$ cat src/rtl/mem_arb_pkg.sv
// Shared definitions for the two-requester memory arbiter.
// Latency: n/a (constants and types only).
// Backpressure: n/a.
// Contents: FSM state encodings, requester IDs, latched command struct.
package mem_arb_pkg;

  // Arbiter FSM states (2-bit encoding)
  localparam logic [1:0] ST_IDLE  = 2'd0;
  localparam logic [1:0] ST_ISSUE = 2'd1;
  localparam logic [1:0] ST_WAIT  = 2'd2;
  localparam logic [1:0] ST_RESP  = 2'd3;

  // Requester identifiers; also the bit index into the request vector
  localparam logic PORT_CORE = 1'b0;
  localparam logic PORT_DMA  = 1'b1;

  // Access captured at grant time and held for the whole transaction
  typedef struct packed {
    logic        we;
    logic [31:0] addr;
    logic [31:0] wdata;
  } mem_cmd_t;

endpackage

$ cat src/rtl/rr_pick2.sv
// Two-way round-robin picker: chooses one of two pending requests.
// Latency: combinational, zero cycles.
// Backpressure: none; the caller decides when the pick is consumed.
// Ports: req[1:0] (bit0 core, bit1 DMA), last (ID granted last time),
//        gnt_id (chosen ID, meaningful when any=1), any (some request pending).
module rr_pick2
  import mem_arb_pkg::*;
(
  input  logic [1:0] req,
  input  logic       last,
  output logic       gnt_id,
  output logic       any
);

  always_comb begin
    any = |req;
    if (req[PORT_CORE] && req[PORT_DMA]) begin
      // Tie: the requester that was not served last time wins
      gnt_id = ~last;
    end else begin
      // Sole requester (or none) wins regardless of history
      gnt_id = req[PORT_DMA] ? PORT_DMA : PORT_CORE;
    end
  end

endmodule

$ cat src/rtl/mem_arbiter.sv
// Arbitrates a core and a DMA requester onto one fixed-latency memory port.
// Latency: request seen in IDLE at cycle N -> mem_en at N+1 -> ready at N+2+MEM_LAT.
// Backpressure: one access at a time; requests are only sampled in IDLE and
//   the loser simply stays pending until a later IDLE cycle.
// Ports: clk/reset (sync, active-high); core_* and dma_* requester ports
//   (req/we/addr/wdata in, ready pulse/rdata out); mem_* memory port; busy.
module mem_arbiter
  import mem_arb_pkg::*;
#(
  parameter int unsigned MEM_LAT = 1
) (
  input  logic        clk,
  input  logic        reset,

  input  logic        core_req,
  input  logic        core_we,
  input  logic [31:0] core_addr,
  input  logic [31:0] core_wdata,
  output logic        core_ready,
  output logic [31:0] core_rdata,

  input  logic        dma_req,
  input  logic        dma_we,
  input  logic [31:0] dma_addr,
  input  logic [31:0] dma_wdata,
  output logic        dma_ready,
  output logic [31:0] dma_rdata,

  output logic        mem_en,
  output logic        mem_we,
  output logic [31:0] mem_addr,
  output logic [31:0] mem_wdata,
  input  logic [31:0] mem_rdata,

  output logic        busy
);

  // WAIT runs while the counter counts MEM_LAT-1 down to 0
  localparam logic [3:0] CNT_INIT = 4'(MEM_LAT - 1);

  logic [1:0]  state_q, state_d;
  logic        gnt_q, gnt_d;
  logic        last_q, last_d;
  mem_cmd_t    cmd_q, cmd_d;
  logic [3:0]  cnt_q, cnt_d;
  logic [31:0] rdata_q, rdata_d;

  logic        pick_id;
  logic        pick_any;
  mem_cmd_t    core_cmd;
  mem_cmd_t    dma_cmd;

  assign core_cmd = '{we: core_we, addr: core_addr, wdata: core_wdata};
  assign dma_cmd  = '{we: dma_we,  addr: dma_addr,  wdata: dma_wdata};

  rr_pick2 u_pick (
    .req    ({dma_req, core_req}),
    .last   (last_q),
    .gnt_id (pick_id),
    .any    (pick_any)
  );

  always_comb begin
    state_d = state_q;
    gnt_d   = gnt_q;
    last_d  = last_q;
    cmd_d   = cmd_q;
    cnt_d   = cnt_q;
    rdata_d = rdata_q;

    case (state_q)
      ST_IDLE: begin
        if (pick_any) begin
          gnt_d   = pick_id;
          last_d  = pick_id;
          cmd_d   = (pick_id == PORT_DMA) ? dma_cmd : core_cmd;
          state_d = ST_ISSUE;
        end
      end
      ST_ISSUE: begin
        cnt_d   = CNT_INIT;
        state_d = ST_WAIT;
      end
      ST_WAIT: begin
        if (cnt_q == 4'd0) begin
          // Captured on writes too; the requester ignores it then
          rdata_d = mem_rdata;
          state_d = ST_RESP;
        end else begin
          cnt_d = cnt_q - 4'd1;
        end
      end
      ST_RESP: begin
        state_d = ST_IDLE;
      end
      default: begin
        state_d = ST_IDLE;
      end
    endcase
  end

  always_ff @(posedge clk) begin
    if (reset) begin
      state_q <= ST_IDLE;
      gnt_q   <= PORT_CORE;
      // Pretend DMA was served last so the core wins the first tie
      last_q  <= PORT_DMA;
      cmd_q   <= '0;
      cnt_q   <= 4'd0;
      rdata_q <= 32'd0;
    end else begin
      state_q <= state_d;
      gnt_q   <= gnt_d;
      last_q  <= last_d;
      cmd_q   <= cmd_d;
      cnt_q   <= cnt_d;
      rdata_q <= rdata_d;
    end
  end

  // Strobes only in ISSUE; address/data keep the latched command otherwise
  assign mem_en     = (state_q == ST_ISSUE);
  assign mem_we     = mem_en & cmd_q.we;
  assign mem_addr   = cmd_q.addr;
  assign mem_wdata  = cmd_q.wdata;

  assign core_ready = (state_q == ST_RESP) && (gnt_q == PORT_CORE);
  assign dma_ready  = (state_q == ST_RESP) && (gnt_q == PORT_DMA);
  assign core_rdata = rdata_q;
  assign dma_rdata  = rdata_q;

  assign busy       = (state_q != ST_IDLE);

endmodule

$ cat config.mk
export PLATFORM = sky130hd
export DESIGN_NAME = mem_arbiter
export DESIGN_NICKNAME = d
export VERILOG_FILES = /design/src/rtl/mem_arb_pkg.sv /design/src/rtl/rr_pick2.sv /design/src/rtl/mem_arbiter.sv
export SDC_FILE = /design/constraint.sdc
export NUM_CORES = 1
export LEC_CHECK = 0
export BUFFER_PORTS_ARGS = -buffer_cell sky130_fd_sc_hd__buf_2
export CAP_MARGIN = 20
export CORE_ASPECT_RATIO = 0.9
export CORE_UTILIZATION = 41
export DETAILED_ROUTE_END_ITERATION = 16
export PLACE_DENSITY = 0.78
export SLEW_MARGIN = 20
export SYNTH_ARGS = -nofsm -noshare
export SYNTH_HDL_FRONTEND = slang
export SYNTH_HIERARCHICAL = 1
export SYNTH_SLANG_ARGS = --single-unit
$ cat constraint.sdc
create_clock -name clk -period 1.6 [get_ports clk]
set_clock_uncertainty 0.1 [all_clocks]
set_input_delay 0.24 -clock clk [delete_from_list [all_inputs] [get_ports clk]]
set_output_delay 0.24 -clock clk [all_outputs]
set_load 0.02 [all_outputs]
# --- Yosys cells after proc, flatten, opt, wreduce, memory -nomap -nowiden ---
# Index checks and enable logic that the tools add are counted.
op_classes:
  addsub: 1
  eq_ne: 6
  mux: 8
  bitwise: 3
  n_reduce_logical: 12
ops:
  columns: ["operator", "n"]
  rows:
  - ["two-way mux 65 bit", 1]
  - ["case mux 2 bit (4 select lines)", 1]
  - ["case mux 4 bit (2 select lines)", 1]
  - ["AND reduction 2 bit", 4]
  - ["!= test 2 bit (second input constant)", 3]
  - ["== test 2 bit (second input constant)", 2]
  - ["zero test 4 bit", 1]
  - ["two-way mux 2 bit", 2]
  - ["two-way mux 4 bit", 1]
  - ["nonzero test 2 bit", 2]
  - ["subtractor 4 x 1 -> 4 bit (second input constant)", 1]
  - ["logical AND 1 bit", 3]
  - ["== test 2 x 1 -> 1 bit (second input constant)", 1]
  - ["zero test 2 bit", 1]
  - ["two-way mux 1 bit", 2]
  - ["inverter 1 bit", 2]
  - ["OR reduction 2 bit", 1]
  - ["AND 1 bit", 1]
word_totals:
  ff_bits: 105
  inputBits: 166
  output_inout_bits: 133
  wordCells: 38

# --- Logic depth before layout (Yosys ltp) ---
depth:
  word_depth: 3
  mapped_depth: 8

# --- Cells and area by module ---
# Netlist, hierarchy kept.
modules_own_cells:
  columns: ["module", "instances", "cells_per_inst", "area_each_um2", "seq_area_each_um2"]
  rows:
  - ["mem_arbiter", 1, 585, 5401.4, 2102.0]
  - ["rr_pick2", 1, 2, 13.8, 0.0]

# --- Worst setup path before layout ---
# No wires, ideal clock.
synth_path:
  path_kind: "register -> register"
  from: "register cnt_q[0]"
  to: "register cnt_q[0]"
  setup_time_ps: 121
  t_arrival_ps: 1376
  path_slack_ps: 3
  path_stages_with_launch: 6
  path_cell_list: "dfxtp_1 inv_1 ha_1 or3b_1 nand2_1 mux2_2"
synth_between:
  elab_chain_len: 3
  elab_cells_between_ends: 6
synth_rtl:
  columns: ["item", "line_no", "rtl"]
  rows:
  - ["start, declared", "mem_arbiter.sv:45", "logic [3:0] cnt_q, cnt_d;"]
  - ["start signal, assigned", "mem_arbiter.sv:116", "cnt_q <= cnt_d;"]
  - ["subtractor 4 x 1 -> 4 bit / zero test 4 bit (equally long branches)", "mem_arbiter.sv:90, mem_arbiter.sv:85", null]
  - ["two-way mux 4 bit / != test 2 bit (equally long branches)", null, null]
  - ["case mux 4 bit (2 select lines) / AND reduction 2 bit (equally long branches)", null, null]
# Parallel ways exist; a longest one is shown, timed or not. The select of a mux whose other input is x is not followed.
# A chain may end at the register's enable or synchronous reset.

# --- Worst setup path in the final report ---
layout_path:
  from: "register state_q[1]"
  to: "output mem_we"
layout_between:
  elab_chain_len: 2
layout_rtl:
  columns: ["item", "line_no", "rtl"]
  rows:
  - ["start, declared", "mem_arbiter.sv:41", "logic [1:0] state_q, state_d;"]
  - ["start signal, assigned", "mem_arbiter.sv:112", "state_q <= state_d;"]
  - ["== test 2 x 1 -> 1 bit", "mem_arbiter.sv:122", "assign mem_en = (state_q == ST_ISSUE);"]
  - ["AND 1 bit", "mem_arbiter.sv:123", "assign mem_we = mem_en & cmd_q.we;"]
  - ["end, declared", "mem_arbiter.sv:30", "output logic mem_we,"]
# No other way between the ends.

==> results.md <==
* CP startpoint kind: register
* I/O Buffers at between 200 and 300
* Sw Ratio at ~41%
* Area of the mapped netlist at between 5000 and 6000 µm²
* Insertion delay to the later sink of the worst-skew pair at about 0.35 ns
* Worst-path clk slew at ~0.07 ns
* Nets at ~970
* Most frequent cells in the layout: buf_2 (294), dfxtp_1 (102), nand2_1 (71)
* CP Max Fanout at 3
* Global-route wire length before repair at 19750 µm
* Final setup fails at 0
* Layout area overhead at 30.61%
* Worst Hold Depth at 3
* Root Driver: clkbuf_16
* Pwr dens at 1727 nW/µm²
* Vias at 4631
* Die area at 13670 µm²
* Worst min path class: in -> reg
* Pint at 7.254 mW
* Most common cell after layout, fill and taps aside: buf_2
* Wirelength per Cell at 13.97 µm
* Final Hold Viols at 0
* Kind of critical path: reg -> out
* CTS Buffer Depth at 2
* Largest net degree at the start of global routing at 44
* Clock Sink Count at about 110
* Iteration-0 DRC Markers at ~160
* RSZ-0062 raised after global routing: true
* Cell count after synthesis at around 600
* Final cycle utilization of the critical path at ~100%
* Sequential area share after synthesis at 38.82%
* Proportion of layout cells with a drive suffix above 1 at between 50 and 60%
* Comb pwr share at between 50 and 60%
* Pins Over Slew Limit at 0
* # IOs at ~300
* Min Tclk post-route at 1.598 ns
* Number of global-route vias before repair at 4231
* CP endpoint kind: output port
* Min Hold Slack at 0.02640 ns
* Synth unique cells at 30
* Slew HR at about 79%
* Dpl hpwl at about 9700 µm
* Clock power frac at between 10% and 20%
* TritonCTS clock tree: built
* Synth warn at 6
* Yosys reg bits at around 110
* DRC at 0
* Num CTS Buffers at 9
* Sw Pwr at 4.963 mW
* Vias per cell at ~4.8
* Status: complete, no violations
* Leak at 3.422 nW
* Antenna fix cells at 0
* Chip height at between 100 and 150 µm
* Final core occ at between 50 and 60%
* Peak VDD IR at 0.7901 mV
* Pre-CTS setup slack at -0.01135 ns
* Cell Rows at 39
* Worst R2R Setup Slack at 0.04 ns
* Max frequency at approximately 630 MHz
* Die boundary width at around 120 µm
* PnR worst setup slack at about 0.0018 ns
* Initial antenna violation count at 0
* Syn Area/Cell at 9.225 µm²
* Share of power burned in registers at a little under a third
* First-pass DRT Iterations at 4
* Final wirelength at 13530 µm
* Worst-margin pin slew at slightly above 0.3 ns
* Max-cap violations at 0
* Syn nets at about 760
* Remaining global-route overflow at 0
* Reg2reg path depth at 6
* Placeable Area at 12780 µm²
* CTS HTree Levels at 3
* Worst Path Arrival at between 1 and 1.5 ns
* Antenna viol nets, final at 0
* GRT Util Overall at between 10% and 20%
* Starting Density at around 42%
* Critical path data required time at approximately 1.3 ns
* RD Place Congestion at approximately 0.8
[power groups by stage]
stage	clock network (mW)	logic (mW)	registers, mW
2_1_floorplan	0	4.68	4.01
3_3_place_gp	0	5.53	3.85
3_5_place_dp	0	5.63	3.87
4_1_cts	2.26	5.78	3.83
5_1_grt	2.37	6.72	3.94
6_report	2.20	6.19	3.83
[cells in the mapped netlist]
library cell / number / share of area [%]
dfxtp_1: 105 / 39
buf_4: 101 / 14
nand2_1: 72 / 5.0
nor2_1: 68 / 4.7
mux2i_1: 66 / 12
a211oi_1: 35 / 4.9
a21oi_1: 35 / 3.2
a211oi_2: 30 / 6.9
buf_2: 15 / 1.4
buf_6: 14 / 2.9
clkbuf_1: 10 / 0.69
ha_1: 6 / 1.4
inv_1: 6 / 0.42
and2_1: 3 / 0.35
nor2b_1: 3 / 0.35
nor3_1: 3 / 0.28
mux2_2: 2 / 0.42
a21boi_0: 1 / 0.14
a21boi_1: 1 / 0.14
a21oi_2: 1 / 0.16
and4b_1: 1 / 0.18
and4bb_2: 1 / 0.23
nand3b_1: 1 / 0.14
nand4b_1: 1 / 0.16
nand4bb_1: 1 / 0.21
o211a_1: 1 / 0.18
o21a_1: 1 / 0.14
or2_1: 1 / 0.12
or3_1: 1 / 0.12
or3b_1: 1 / 0.16
[path summary, 6_finish.rpt]
kind                  startpoint              to
setup / recovery      state_q[1]          mem_we
hold / removal     mem_rdata[13]  core_rdata[13]
setup reg to reg          last_q     mem_addr[7]
hold reg to reg   core_rdata[15]  core_rdata[15]
[sequential cells by signal (all words and copies together) (netlist names)]
signal and cells:
cnt_q 4, mem_addr 32, last_q 1, gnt_q 1, mem_wdata 32, cmd_q 1, state_q 2, core_rdata 32
[metrics by stage]
stage,setup TNS [ns],area [µm²],cells,power (mW)
after floorplan,0,5415,587,8.690
after global placement,0,6485,942,9.376
after detailed placement,-0.01742,6485,942,9.502
after CTS,-0.02169,6860,960,11.87
after global routing,-0.4009,7073,969,13.03
final,0,7073,969,12.22
[worst max-delay path, stage by stage (launching register included)]
cell and delay, ns:
dfxtp_2 0.34, inv_2 0.04, buf_6 0.11, ha_4 0.16
and2_4 0.13, buf_6 0.12
[metal layers]
layer,vias to the layer above,track usage [%],share of wire [%]
li1,2319,-,-
met1,2098,20.18,40
met2,194,33.15,51
met3,20,6.070,6.5
met4,0,7.149,2.3
met5,-,0,0
[repair_timing]
item | in CTS | in global routing
setup buffers | 1 | 4
pin swaps | 3 | 5
resized for setup | 19 | 13
setup endpoints to repair | 13 | 63
cloned | 1 | 5
hold buffers | 0 | 0
[kinds of logic (layout without fill, tap and decap cells)]
kind of cell             after synthesis  count (layout)  synth area share, %
AO/OA/AOI/OAI                        105             105                15.78
adder cells (fa/ha/maj)                6               6                1.386
AND/OR/NAND/NOR                      157             158                11.99
buffers and inverters                146             363                19.41
flip-flops                           105             105                38.82
multiplexers                          68              68                12.62
[cell type report]
cell class                      count  area, µm²
Inverter                            6      22.52
Fill cell                        1179       5712
Timing Repair Buffer              341       2081
Multi-Input combinational cell    337       2361
Tap cell                          164      205.2
Clock buffer                       11      242.7
Clock inverter                      5      55.05
Sequential cell                   105       2106
(Power assumes the default switching activity.)
